<file path="src/rtl/alarm_bank.sv">
// Multi-slot BCD alarm store with browse/edit UI, per-second comparator and timed ring output.
// Latency: button and tick effects are registered (visible 1 cycle later); display outputs are combinational from state.
// Backpressure: none -- inputs are single-cycle pulses; snooze is compiled in only when ALARM_SNOOZE_EN is defined.
module alarm_bank #(
    parameter int NUM_ALARMS     = 3,
    parameter int RING_SECONDS   = 60,
    parameter int SNOOZE_SECONDS = 300
) (
    input  logic                       clk,
    input  logic                       reset_n,
    input  logic                       active,
    input  logic                       tick_1hz,
    input  logic [7:0]                 cur_hour,
    input  logic [7:0]                 cur_min,
    input  logic [7:0]                 cur_sec,
    input  logic                       btn_up,
    input  logic                       btn_down,
    input  logic                       btn_left,
    input  logic                       btn_right,
    input  logic                       btn_enter_short,
    input  logic                       btn_enter_long,
    input  logic                       btn_return,
    output logic [31:0]                disp_digits,
    output logic [7:0]                 point,
    output logic [7:0]                 which_shine,
    output logic                       is_shine,
    output logic                       alarm_ring,
    output logic [2:0]                 ring_idx,
    output logic [NUM_ALARMS-1:0]      alarm_en,
    output logic [24*NUM_ALARMS-1:0]   alarm_hms
);

    localparam int SEL_W = (NUM_ALARMS > 1) ? $clog2(NUM_ALARMS) : 1;
    localparam logic [SEL_W-1:0] LAST_SEL = SEL_W'(NUM_ALARMS - 1);
    // One counter times both the ring and the snooze interval (they never overlap),
    // so it is sized for whichever is longer.
    localparam int MAX_CNT = (RING_SECONDS > SNOOZE_SECONDS) ? RING_SECONDS : SNOOZE_SECONDS;
    localparam int CNT_W   = $clog2(MAX_CNT + 1);
    localparam logic [CNT_W-1:0] RING_LOAD = CNT_W'(RING_SECONDS);
`ifdef ALARM_SNOOZE_EN
    localparam logic [CNT_W-1:0] SNZ_LOAD  = CNT_W'(SNOOZE_SECONDS);
`endif

    typedef enum logic {SHOW = 1'b0, EDIT = 1'b1} state_t;

    state_t             state;
    state_t             state_nxt;
    logic [SEL_W-1:0]   sel;
    logic [2:0]         cursor;
    logic [23:0]        slot [NUM_ALARMS];
    logic [23:0]        work;
    logic [23:0]        work_edit;
    logic [23:0]        shown;
    logic [SEL_W-1:0]   ring_idx_q;
    logic [CNT_W-1:0]   cnt_q;
`ifdef ALARM_SNOOZE_EN
    logic               snz_q;
`endif
    logic               match_vld;
    logic [SEL_W-1:0]   match_idx;
    logic [3:0]         dmax;
    logic [3:0]         dcur;
    logic [3:0]         dnew;

    logic any_btn, ring_stop, btn_ok, enter_any, lr_any;
    logic act_ret, act_ent, act_lr, act_ud;

    // A press while ringing only silences the ring; the FSM never sees it.
    assign any_btn   = btn_up | btn_down | btn_left | btn_right |
                       btn_enter_short | btn_enter_long | btn_return;
    assign ring_stop = alarm_ring & any_btn;
    assign btn_ok    = active & ~ring_stop;
    assign enter_any = btn_enter_short | btn_enter_long;
    assign lr_any    = btn_left | btn_right;
    assign act_ret   = btn_ok & btn_return;
    assign act_ent   = btn_ok & ~btn_return & enter_any;
    assign act_lr    = btn_ok & ~btn_return & ~enter_any & lr_any;
    assign act_ud    = btn_ok & ~btn_return & ~enter_any & ~lr_any & (btn_up | btn_down);

    assign ring_idx  = 3'(ring_idx_q);

    for (genvar g = 0; g < NUM_ALARMS; g++) begin : g_hms
        assign alarm_hms[24*g +: 24] = slot[g];
    end

    // State register.
    always_ff @(posedge clk) begin
        if (!reset_n) state <= SHOW;
        else          state <= state_nxt;
    end

    // Next-state: long enter opens the editor; leaving alarm mode, return or commit closes it.
    always_comb begin
        state_nxt = state;
        case (state)
            SHOW: if (act_ent && btn_enter_long) state_nxt = EDIT;
            EDIT: if (!active || act_ret || (act_ent && btn_enter_short)) state_nxt = SHOW;
            default: state_nxt = SHOW;
        endcase
    end

    // Display outputs: dashes between fields, point 0 flags an enabled slot, blink follows the cursor.
    always_comb begin
        shown       = (state == EDIT) ? work : slot[sel];
        disp_digits = {shown[23:16], 4'hA, shown[15:8], 4'hA, shown[7:0]};
        point       = {7'h7F, ~alarm_en[sel]};
        is_shine    = (state == EDIT);
        which_shine = 8'h00;
        if (state == EDIT) begin
            case (cursor)
                3'd0:    which_shine = 8'h01;
                3'd1:    which_shine = 8'h02;
                3'd2:    which_shine = 8'h08;
                3'd3:    which_shine = 8'h10;
                3'd4:    which_shine = 8'h40;
                default: which_shine = 8'h80;
            endcase
        end
    end

    // Up/down on the digit under the cursor, with per-digit range and the 20-23 hour rule.
    always_comb begin
        case (cursor)
            3'd0, 3'd2: dmax = 4'd9;
            3'd1, 3'd3: dmax = 4'd5;
            3'd4:       dmax = (work[23:20] == 4'd2) ? 4'd3 : 4'd9;
            default:    dmax = 4'd2;
        endcase
        dcur = work[{cursor, 2'b00} +: 4];
        if (btn_up) dnew = (dcur >= dmax) ? 4'd0 : dcur + 4'd1;
        else        dnew = (dcur == 4'd0) ? dmax : dcur - 4'd1;
        work_edit = work;
        work_edit[{cursor, 2'b00} +: 4] = dnew;
        if (work_edit[23:20] == 4'd2 && work_edit[19:16] > 4'd3) work_edit[19:16] = 4'd3;
    end

    // Lowest-index enabled slot equal to the current time.
    always_comb begin
        match_vld = 1'b0;
        match_idx = '0;
        for (int i = NUM_ALARMS - 1; i >= 0; i--) begin
            if (alarm_en[i] && slot[i] == {cur_hour, cur_min, cur_sec}) begin
                match_vld = 1'b1;
                match_idx = SEL_W'(i);
            end
        end
    end

    // Browse/edit datapath: selection, cursor, working copy, slot storage and enables.
    always_ff @(posedge clk) begin
        if (!reset_n) begin
            sel      <= '0;
            cursor   <= 3'd0;
            work     <= 24'h0;
            alarm_en <= '0;
            for (int i = 0; i < NUM_ALARMS; i++) slot[i] <= 24'h0;
        end else begin
            case (state)
                SHOW: begin
                    if (act_ent && btn_enter_long) begin
                        work   <= slot[sel];
                        cursor <= 3'd0;
                    end else if (act_lr) begin
                        if (btn_left) sel <= (sel == '0) ? LAST_SEL : sel - 1'b1;
                        else          sel <= (sel == LAST_SEL) ? '0 : sel + 1'b1;
                    end else if (act_ud && btn_up) begin
                        alarm_en[sel] <= ~alarm_en[sel];
                    end
                end
                default: begin
                    if (act_ent && btn_enter_short) begin
                        slot[sel]     <= work;
                        alarm_en[sel] <= 1'b1;
                    end else if (act_lr) begin
                        if (btn_left) cursor <= (cursor == 3'd5) ? 3'd0 : cursor + 3'd1;
                        else          cursor <= (cursor == 3'd0) ? 3'd5 : cursor - 3'd1;
                    end else if (act_ud) begin
                        work <= work_edit;
                    end
                end
            endcase
        end
    end

    // Ring control: start on a tick match, count down per tick, stop on timeout or any press.
    always_ff @(posedge clk) begin
        if (!reset_n) begin
            alarm_ring <= 1'b0;
            ring_idx_q <= '0;
            cnt_q      <= '0;
`ifdef ALARM_SNOOZE_EN
            snz_q      <= 1'b0;
`endif
        end else if (ring_stop) begin
            alarm_ring <= 1'b0;
`ifdef ALARM_SNOOZE_EN
            snz_q      <= 1'b1;
            cnt_q      <= SNZ_LOAD;
`endif
        end else if (tick_1hz && !alarm_ring && match_vld) begin
            alarm_ring <= 1'b1;
            ring_idx_q <= match_idx;
            cnt_q      <= RING_LOAD;
`ifdef ALARM_SNOOZE_EN
            snz_q      <= 1'b0;
`endif
        end else if (tick_1hz && alarm_ring) begin
            cnt_q <= cnt_q - 1'b1;
            if (cnt_q <= CNT_W'(1)) alarm_ring <= 1'b0;
        end
`ifdef ALARM_SNOOZE_EN
        else if (snz_q && !alarm_en[ring_idx_q]) begin
            snz_q <= 1'b0;
        end else if (snz_q && tick_1hz) begin
            if (cnt_q <= CNT_W'(1)) begin
                alarm_ring <= 1'b1;
                cnt_q      <= RING_LOAD;
                snz_q      <= 1'b0;
            end else begin
                cnt_q <= cnt_q - 1'b1;
            end
        end
`endif
    end

endmodule

</file>
<file path="config.mk">
export PLATFORM = sky130hd
export DESIGN_NAME = alarm_bank
export DESIGN_NICKNAME = d
export VERILOG_FILES = /design/src/rtl/alarm_bank.sv
export SDC_FILE = /design/constraint.sdc
export NUM_CORES = 1
export LEC_CHECK = 0
export CORE_MARGIN = 3
export CORE_UTILIZATION = 40
export CTS_BUF_LIST = sky130_fd_sc_hd__clkbuf_4 sky130_fd_sc_hd__clkbuf_8
export DETAILED_ROUTE_END_ITERATION = 12
export HOLD_SLACK_MARGIN = 0.15
export PLACE_DENSITY_LB_ADDON = 0.05
export SETUP_SLACK_MARGIN = 0.1
export SYNTH_ARGS = -nofsm -noshare
export SYNTH_HDL_FRONTEND = slang
export SYNTH_SLANG_ARGS = --single-unit
</file>
<file path="constraint.sdc">
create_clock -name clk -period 10.17 [get_ports clk]
set_clock_uncertainty 0.15 [all_clocks]
set_input_delay 1.5255 -clock clk [delete_from_list [all_inputs] [get_ports clk]]
set_output_delay 1.5255 -clock clk [all_outputs]
set_load 0.01 [all_outputs]
</file>
==> results of run 1 <==
==> layer usage <==
| metal | wire [µm] | GRT usage | vias to the layer above |
|---|---|---|---|
| li1 | - | - | 3273 |
| met5 | 0 | 0 | - |
| met1 | 12630 | 0.3318 | 3519 |
| met3 | 1638 | 0.03351 | 28 |
| met4 | 452 | 0.05685 | 0 |
| met2 | 13730 | 0.3954 | 300 |
==> logic make-up (layout without fill, tap and decap cells) <==
family / Yosys count / after routing
and+or+nand+nor: 303 / 303
muxes: 40 / 40
other: 2 / 18
buffers and inverters: 89 / 205
AOI/OAI and AO/OA: 153 / 153
adders and majority gates: 22 / 22
xor gates and xnor gates: 76 / 76
DFF: 143 / 143
==> cell usage in the layout, fill, tap and decap left out, types with 15 or more instances in the layout <==
cell / n
clkbuf_8: 17
conb_1: 18
a21o_1: 15
nor2_1: 37
ha_1: 22
o21ai_0: 30
and3_1: 76
dfxtp_1: 46
clkdlybuf4s50_1: 144
a21oi_1: 49
inv_1: 22
nand2_1: 75
nor3_1: 19
edfxtp_1: 96
xnor2_1: 41
mux4_2: 24
xor2_1: 35
==> flip-flops by register name (all words and copies together) (netlist names), named ones only <==
| signal | cells |
|---|---|
| work | 24 |
| cnt_q | 9 |
| ring_idx_q | 2 |
| alarm_ring | 1 |
| sel | 2 |
| is_shine | 1 |
| slot | 96 |
| cursor | 3 |
| alarm_en | 3 |
==> power by group through the flow <==
stage	sequential [mW]	clock (mW)	combinational, mW
finish	0.660	0.440	0.174
global route	0.662	0.472	0.186
CTS	0.659	0.446	0.174
detailed placement	0.672	0	0.173
global placement	0.671	0	0.172
floorplan	0.665	0	0.0907
==> area by class of cell <==
| type | instances | area (µm²) | area share |
|---|---|---|---|
| inverters | 23 | 86.33 | 0.008253 |
| well taps | 270 | 337.8 | 0.03229 |
| clock inverters | 15 | 150.1 | 0.01435 |
| clock buffers | 17 | 234.0 | 0.02237 |
| flip-flops and latches | 143 | 3825 | 0.3656 |
| repair buffers | 150 | 1486 | 0.1421 |
| multi-input cells | 612 | 4342 | 0.4150 |
==> worst min-delay path: cells and delay by family, from the launching register on <==
kind,cells,cell delay [ps]
AOI/OAI and AO/OA,1,50
DFF,1,340
and+or+nand+nor,1,60
==> worst min-delay path by stage <==
| stage | from | to | slack (ps) |
|---|---|---|---|
| 2_1_floorplan | cnt_q[6] | cnt_q[6] | 320 |
| 3_3_place_gp | ring_idx_q[0] | ring_idx_q[0] | 320 |
| 3_5_place_dp | ring_idx_q[0] | ring_idx_q[0] | 330 |
| 4_1_cts | ring_idx_q[0] | ring_idx_q[0] | 340 |
| 5_1_grt | ring_idx_q[0] | ring_idx_q[0] | 370 |
| 6_report | ring_idx_q[0] | ring_idx_q[0] | 340 |
==> per-stage QoR <==
stage                     setup slack (ps)  area (µm²)  utilization  hold slack [ps]  cells
after floorplan                       6124        8640            -            320.6    844
after global placement                4532       10080       0.4886            317.6   1198
after detailed placement              4336       10080       0.4886            325.2   1198
after CTS                             4827       10460       0.5072            336.2   1230
after global routing                  4552       10460       0.5072            374.4   1230
final                                 4809       10460       0.5072            339.1   1230
==> flow_metrics.tcl, run 1 <==
set metrics [dict create \
    status "complete, no violations" \
    cp-end-kind "register" \
    num_rows 52 \
    seqPwrFrac 0.518 \
    crit_chain "clkdlybuf4s50_1 > clkinv_1 > nor3_2 > buf_4 > a21o_1" \
    drv_cap 0 \
    synth-edff-count 96 \
    start_kind "input port" \
    drive_gt1_frac 0.08542 \
    port_buffers 144 \
    muxShareOfSynthArea 0.08342 \
    rsz0062_at_grt "no" \
    min_path_type "register to register" \
    worstSetupPathType "input port to register" \
    worstPathMaxFanout 76 \
    arrival_ps 5270 \
    clock.fmax_mhz 186.5 \
    die_w_um 152.5 \
    synth_top_cell_by_area "edfxtp_1" \
    path_buf_inv 3 \
    synth_top_area_share 0.3360 \
    wl_per_cell_um 23.13 \
    start_util 0.4160 \
    antenna_found_initial 0 \
    cts_made_buffers 17 \
    synthTopCellsByArea "edfxtp_1, dfxtp_1, mux4_2" \
    worst_r2r_path_depth 14 \
    synth_top_family_by_area "simple AND/OR/NAND/NOR gates" \
    io_pins 163 \
    clockRootBuffer "clkbuf_8" \
    synthAdderAreaFrac 0.03208 \
    final_nets 1004 \
    rrSetupSlack_ps 5630 \
    comb_power_share 0.137 \
    reg2reg_from "cursor[0]" \
    die_height_um 152.5 \
    period_needed_ps 5361 \
    clockBufferDepth 2 \
    ys_warn_count 0 \
    cts_resized 0 \
    overflow 0 \
    worstSetupPathDepth 5 \
    critical_path.startpoint "reset_n" \
    die-area_mm2 0.02324 \
    num_vias 7120 \
    slew_headroom 0.2062 \
    setup_viol 0 \
    finalCritPeriodShare 0.5271 \
    critPathSlowestCell "clkdlybuf4s50_1" \
    via_per_inst 5.789 \
    finalPower_mw 1.273 \
    grt_pass1_vias 6903 \
    netlist_top_cells_count "edfxtp_1, and3_1, nand2_1, a21oi_1, dfxtp_1" \
    num-fill-cells 1864 \
    async_reset_ff_frac 0 \
    cts_setup_buffers 0 \
    internal_power_mw 0.9141 \
    ant_nets 0 \
    tightest_slew_ps 1191 \
    cts_sinks 143 \
    cts_tree "done" \
    drtPass1Iterations 5 \
    syn_inst 828 \
    synth-seq-cells 143 \
    synth-seq-area-share 0.4457 \
    hold_violations 0 \
    place_congestion 0.8991 \
    syn_area_mm2 0.008579 \
    syn_avg_cell_area_um2 10.36 \
    synthXorXnorAreaFrac 0.07758 \
    drc 0 \
    grt_max_degree 77 \
    clk_pin_slew_ps 80 \
    p_clk_frac 0.345 \
    setup_tns_ps 0 \
    ys_types 70 \
    clk_latency_ps 450 \
    slowest_delay_ps 1080 \
    cellLeakagePower_nw 3.982 \
    p_sw_mw 0.3593 \
    wl_mm 28.45 \
    grt_usage 0.2379 \
    dp_hpwl_mm 21.20 \
    grt_pass1_wl_mm 42.92 \
    syn_to_final_growth_pct 21.93 \
    synth-simple-area-share 0.1918 \
    slew_violations 0 \
    cellPowerDensity_mw_per_mm2 121.7 \
    endpoint "slot[1][6]" \
    reg2reg_to "work[18]" \
    crit_required_ps 10080 \
    cp_top_family "buffers and inverters" \
    drt_iter0_markers 645 \
    synth-compound-area-share 0.1127 \
    switching_share 0.2822 \
    yosysMostFrequentCell "edfxtp_1" \
    cts_hold_buf 0 \
    ys.flop_type "edfxtp_1" \
    diodes 0 \
    htreeDepth 4 \
    vdd_ir_drop_max_uv 77.31 \
    hold_depth 2 \
    fp.coreArea_mm2 0.02062 \
]
Note: power is estimated with default switching activity, not from simulation.
==> run 2, diff against run 1 <==
clock period = 5 ns   (was 10.17 ns; I/O delays follow)
==> run 2 against run 1 <==
Against the previous run:
- first-iteration DRC count decreased by 6.0%
- setup slack worse by 4300 ps
- sequential share of layout area is 0.32 points lower
- register-to-register slack got worse by 5100 ps
- utilization up 0.44 points
- highest routed layer unchanged
==> flow_metrics.tcl, run 2 (synthesized netlist as in run 1, its figures left out) <==
set metrics [dict create \
    diodes 0 \
    final_common_cell "clkdlybuf4s50_1" \
    dp_hpwl_mm 21.49 \
    tightest_slew_ps 1261 \
    grt_pass1_wl_mm 43.90 \
    switching_share 0.2859 \
    rsz0062_at_grt "no" \
    htreeDepth 4 \
    finalCritPeriodShare 0.8922 \
    clk_pin_slew_ps 90 \
    layout.cells.non_filler 1240 \
    hold_violations 0 \
    via_per_inst 5.803 \
    design_area_mm2 0.01055 \
    num_vias 7196 \
    place_congestion 0.8667 \
    io_pins 163 \
    cellLeakagePower_nw 4.040 \
    cts_tree "done" \
    drive_gt1_frac 0.09588 \
    final_core_util 0.5116 \
    grt_max_degree 63 \
    die_height_um 152.5 \
    num-fill-cells 1886 \
    drt_iter0_markers 606 \
    clockBufferDepth 2 \
    cts_hold_buf 0 \
    finalPower_mw 2.617 \
    die-area_mm2 0.02324 \
    top_regs "slot (96), work (24), cnt_q (9)" \
    comb_power_share 0.138 \
    slew_headroom 0.1593 \
    drc 0 \
    setup_slack_ps 539.1 \
    syn_to_final_growth_pct 23.00 \
    slew_violations 0 \
    fp.coreArea_mm2 0.02062 \
    place_inst 1208 \
    die_w_um 152.5 \
    clockRootBuffer "clkbuf_8" \
    pre_cts_ws_ps 635.4 \
    holdWs_ps 331.6 \
    worstSetupPathType "register to register" \
    cts_made_buffers 17 \
    antenna_found_initial 0 \
    start_util 0.4160 \
    grt_pass1_vias 7149 \
    overflow 0 \
    cellPowerDensity_mw_per_mm2 248.0 \
    drv_cap 0 \
    status "complete, no violations" \
    cts_resized 0 \
    final_nets 1014 \
    min_path_type "register to register" \
    grt_usage 0.2434 \
    start_kind "register" \
    wl_per_cell_um 23.64 \
    cp-end-kind "register" \
    vdd_ir_drop_max_uv 149.2 \
    num_rows 52 \
    p_clk_frac 0.349 \
    crit_required_ps 5220 \
    multi_input_area_mm2 0.004342 \
    final_cell_mix "clkdlybuf4s50_1, edfxtp_1, and3_1" \
    wl_mm 29.32 \
    worstPathMaxFanout 18 \
    arrival_ps 4690 \
    setup_viol 0 \
    cts_sinks 143 \
    drtPass1Iterations 5 \
    seqPwrFrac 0.512 \
    setup_tns_ps 0 \
    p_sw_mw 0.7481 \
    ant_nets 0 \
    port_buffers 144 \
    cts_setup_buffers 0 \
    largest_reg_flops 96 \
    period_needed_ps 4461 \
    placed_area_mm2 0.01016 \
    clock.fmax_mhz 224.2 \
    largest-register "slot" \
    clk_latency_ps 450 \
    internal_power_mw 1.869 \
    register_area_mm2 0.003825 \
]
## run 2: cell count changes in the layout (fill, tap and decap cells not counted)
cell      previous run  this run
buf_12               0         1
buf_4                6        15
clkbuf_4             0         1
clkinv_1             2         1
## run 2: worst paths after layout
path	start	endpoint	slack, ps	cells past startpoint
hold reg to reg	ring_idx_q[0]	ring_idx_q[0]	330	2
setup / recovery	cursor[1]	work[17]	540	11
setup reg to reg	cursor[1]	work[17]	540	11
hold / removal	ring_idx_q[0]	ring_idx_q[0]	330	2
## run 2: final cells by class
| class | count | share of cell area |
|---|---|---|
| clock buffers | 18 | 0.02288 |
| clock inverters | 14 | 0.01387 |
| inverters | 23 | 0.008181 |
| multi-input cells | 612 | 0.4114 |
| flip-flops and latches | 143 | 0.3625 |
| well taps | 270 | 0.03201 |
| repair buffers | 160 | 0.1492 |
## run 2: critical path, stage by stage, from the launching register on
cell and delay, ps:
dfxtp_1 840, mux2_2 430, a222oi_1 620, inv_1 200, ha_1 320, nand2_1 50
o21a_1 210, a221oi_1 650, nand3_1 150, nor4_1 230, a2bb2o_2 320, a41oi_2 200
## run 2: routing by layer
metal | up-vias | GRT usage | wire [µm]
li1 | 3289 | - | -
met5 | - | 0 | 0
met3 | 43 | 0.05311 | 2459
met2 | 322 | 0.3914 | 13740
met4 | 0 | 0.08019 | 727
met1 | 3542 | 0.3292 | 12390
## run 2: power by group through the flow
stage	Sequential [mW]	Clock, mW	Combinational [mW]
3_3_place_gp	1.37	0	0.359
3_5_place_dp	1.37	0	0.359
5_1_grt	1.34	0.979	0.384
6_report	1.34	0.914	0.362
4_1_cts	1.34	0.929	0.361
2_1_floorplan	1.35	0	0.184
==> run 3, diff against run 2 <==
CORE_UTILIZATION = 25   (was 40)
==> run 3 against run 2 <==
Against the previous run:
- total power rose by 7.4%
- via count is 2.9% lower
- non-clock buffer count increased by 6
- wire length is 17% higher
- maximum frequency rose by 2.4%
- worst hold slack worse by 14 ps
- count of clock-buffer cells in the layout rose by 2
- highest routed layer unchanged
- register-to-register slack better by 110 ps
- critical path type unchanged
==> flow_metrics.tcl, run 3 (synthesized netlist as in run 1, its figures left out) <==
set metrics [dict create \
    final_common_cell "clkdlybuf4s50_1" \
    wl_mm 34.29 \
    overflow 0 \
    p_sw_mw 0.7417 \
    clk_latency_ps 460 \
    grt_usage 0.1865 \
    grt_pass1_vias 6985 \
    cts_resized 0 \
    internal_power_mw 2.068 \
    cts_setup_buffers 0 \
    top_regs "slot (96), work (24), cnt_q (9)" \
    slew_violations 0 \
    clk_pin_slew_ps 80 \
    num-fill-cells 3466 \
    finalCritPeriodShare 0.8711 \
    cellLeakagePower_nw 4.103 \
    final_nets 1020 \
    switching_share 0.2640 \
    cts_tree "done" \
    grt_max_degree 63 \
    min_path_type "register to register" \
    reg2reg_to "work[18]" \
    num_vias 6984 \
    critPathSlowestCell "dfxtp_1" \
    start_kind "register" \
    clock.fmax_mhz 229.6 \
    ant_nets 0 \
    setup_tns_ps 0 \
    cpMostUsedCell "ha_1" \
    clockBufferDepth 2 \
    htreeDepth 4 \
    grt_pass1_wl_mm 49.51 \
    cp-end-kind "register" \
    worstPathMaxFanout 18 \
    comb_power_share 0.131 \
    worstSetupPathType "register to register" \
    crit_required_ps 5190 \
    cellPowerDensity_mw_per_mm2 258.3 \
    drtPass1Iterations 5 \
    critical_path.startpoint "cursor[1]" \
    arrival_ps 4550 \
    slew_headroom 0.3935 \
    port_buffers 144 \
    hold_violations 0 \
    rrSetupSlack_ps 640 \
    num_rows 67 \
    rsz0062_at_grt "no" \
    diodes 0 \
    die-area_mm2 0.03658 \
    syn_to_final_growth_pct 26.79 \
    setup_viol 0 \
    vdd_ir_drop_max_uv 159.0 \
    seqPwrFrac 0.480 \
    start_util 0.2546 \
    finalPower_mw 2.810 \
    clockRootBuffer "clkbuf_8" \
    status "complete, no violations" \
    drv_cap 0 \
    io_pins 163 \
    cts_made_buffers 17 \
    via_per_inst 4.904 \
    slowest_delay_ps 840 \
    largest_reg_flops 96 \
    tightest_slew_ps 909.7 \
    largest-register "slot" \
    register_area_mm2 0.003827 \
    worst_r2r_path_depth 14 \
    crit_chain "inv_1 > ha_1 > ha_1 > nor2b_1 > inv_1 > ha_1 > nand2b_1 > a21oi_1 > o21a_1 > a221oi_1 > nand4_1 > nor4b_1 > or4_1 > a31oi_1" \
    drt_iter0_markers 601 \
    period_needed_ps 4356 \
    reg2reg_from "cursor[1]" \
    die_w_um 191.3 \
    die_height_um 191.3 \
    wl_per_cell_um 24.08 \
    place_congestion 0.8161 \
    dp_hpwl_mm 25.52 \
    drc 0 \
    endpoint "work[18]" \
    antenna_found_initial 1 \
    multi_input_area_mm2 0.004342 \
    p_clk_frac 0.389 \
    cts_hold_buf 0 \
    cts_sinks 143 \
    fp.coreArea_mm2 0.03370 \
    drive_gt1_frac 0.1025 \
    final_cell_mix "clkdlybuf4s50_1, edfxtp_1, and3_1" \
]
==> run 3: cell count changes in the layout (fill, tap and decap cells not counted), sizes merged <==
cell and change:
buf +6, bufinv +4, clkbuf +2, clkinv +2, inv -8
==> run 3: critical path: cells and delay by family, from the launching register on <==
kind	cells	cell delay [ps]
fa+ha+maj	3	870
buf+inv	2	320
simple gates	5	1140
compound gates	4	930
flops	1	840
==> run 3: per-stage QoR <==
stage	util	std cells	setup WS, ps	cell area, µm²	hold WS [ps]
5_1_grt	0.3228	1424	252.1	10880	337.2
6_report	0.3228	1424	644.4	10880	317.7
3_3_place_gp	0.3093	1392	620.8	10420	297.9
3_5_place_dp	0.3093	1392	704.7	10420	312.3
2_1_floorplan	-	844	1502	8640	320.6
4_1_cts	0.3228	1424	675.8	10880	323.7
==> run 3: cell type report <==
cell class	count	area share
clock inverter	12	0.01771
sequential	143	0.3519
tap	448	0.05153
multi-input combinational	612	0.3991
inverter	23	0.007937
timing repair buffer	166	0.1477
clock buffer	20	0.02415
==> run 3: layer usage <==
metal	vias to the layer above	global-route usage	wire, µm
met5	-	0	0
met4	0	0.03472	300
met3	21	0.02549	1411
met2	187	0.3020	16170
met1	3481	0.2676	16410
li1	3295	-	-
==> run 3: power groups by stage <==
stage	combinational [mW]	sequential (mW)	clock, mW
2_1_floorplan	0.184	1.35	0
3_3_place_gp	0.373	1.38	0
3_5_place_dp	0.371	1.38	0
4_1_cts	0.373	1.35	1.12
5_1_grt	0.396	1.35	1.17
6_report	0.368	1.35	1.09
==> run 3: worst min-delay path by stage <==
stage	end	slack, ps	cells past startpoint	from
after floorplan	cnt_q[6]	320	2	cnt_q[6]
after global routing	ring_idx_q[0]	340	2	ring_idx_q[0]
final	ring_idx_q[0]	320	2	ring_idx_q[0]
after detailed placement	ring_idx_q[0]	310	2	ring_idx_q[0]
after CTS	ring_idx_q[0]	320	2	ring_idx_q[0]
after global placement	ring_idx_q[0]	300	2	ring_idx_q[0]
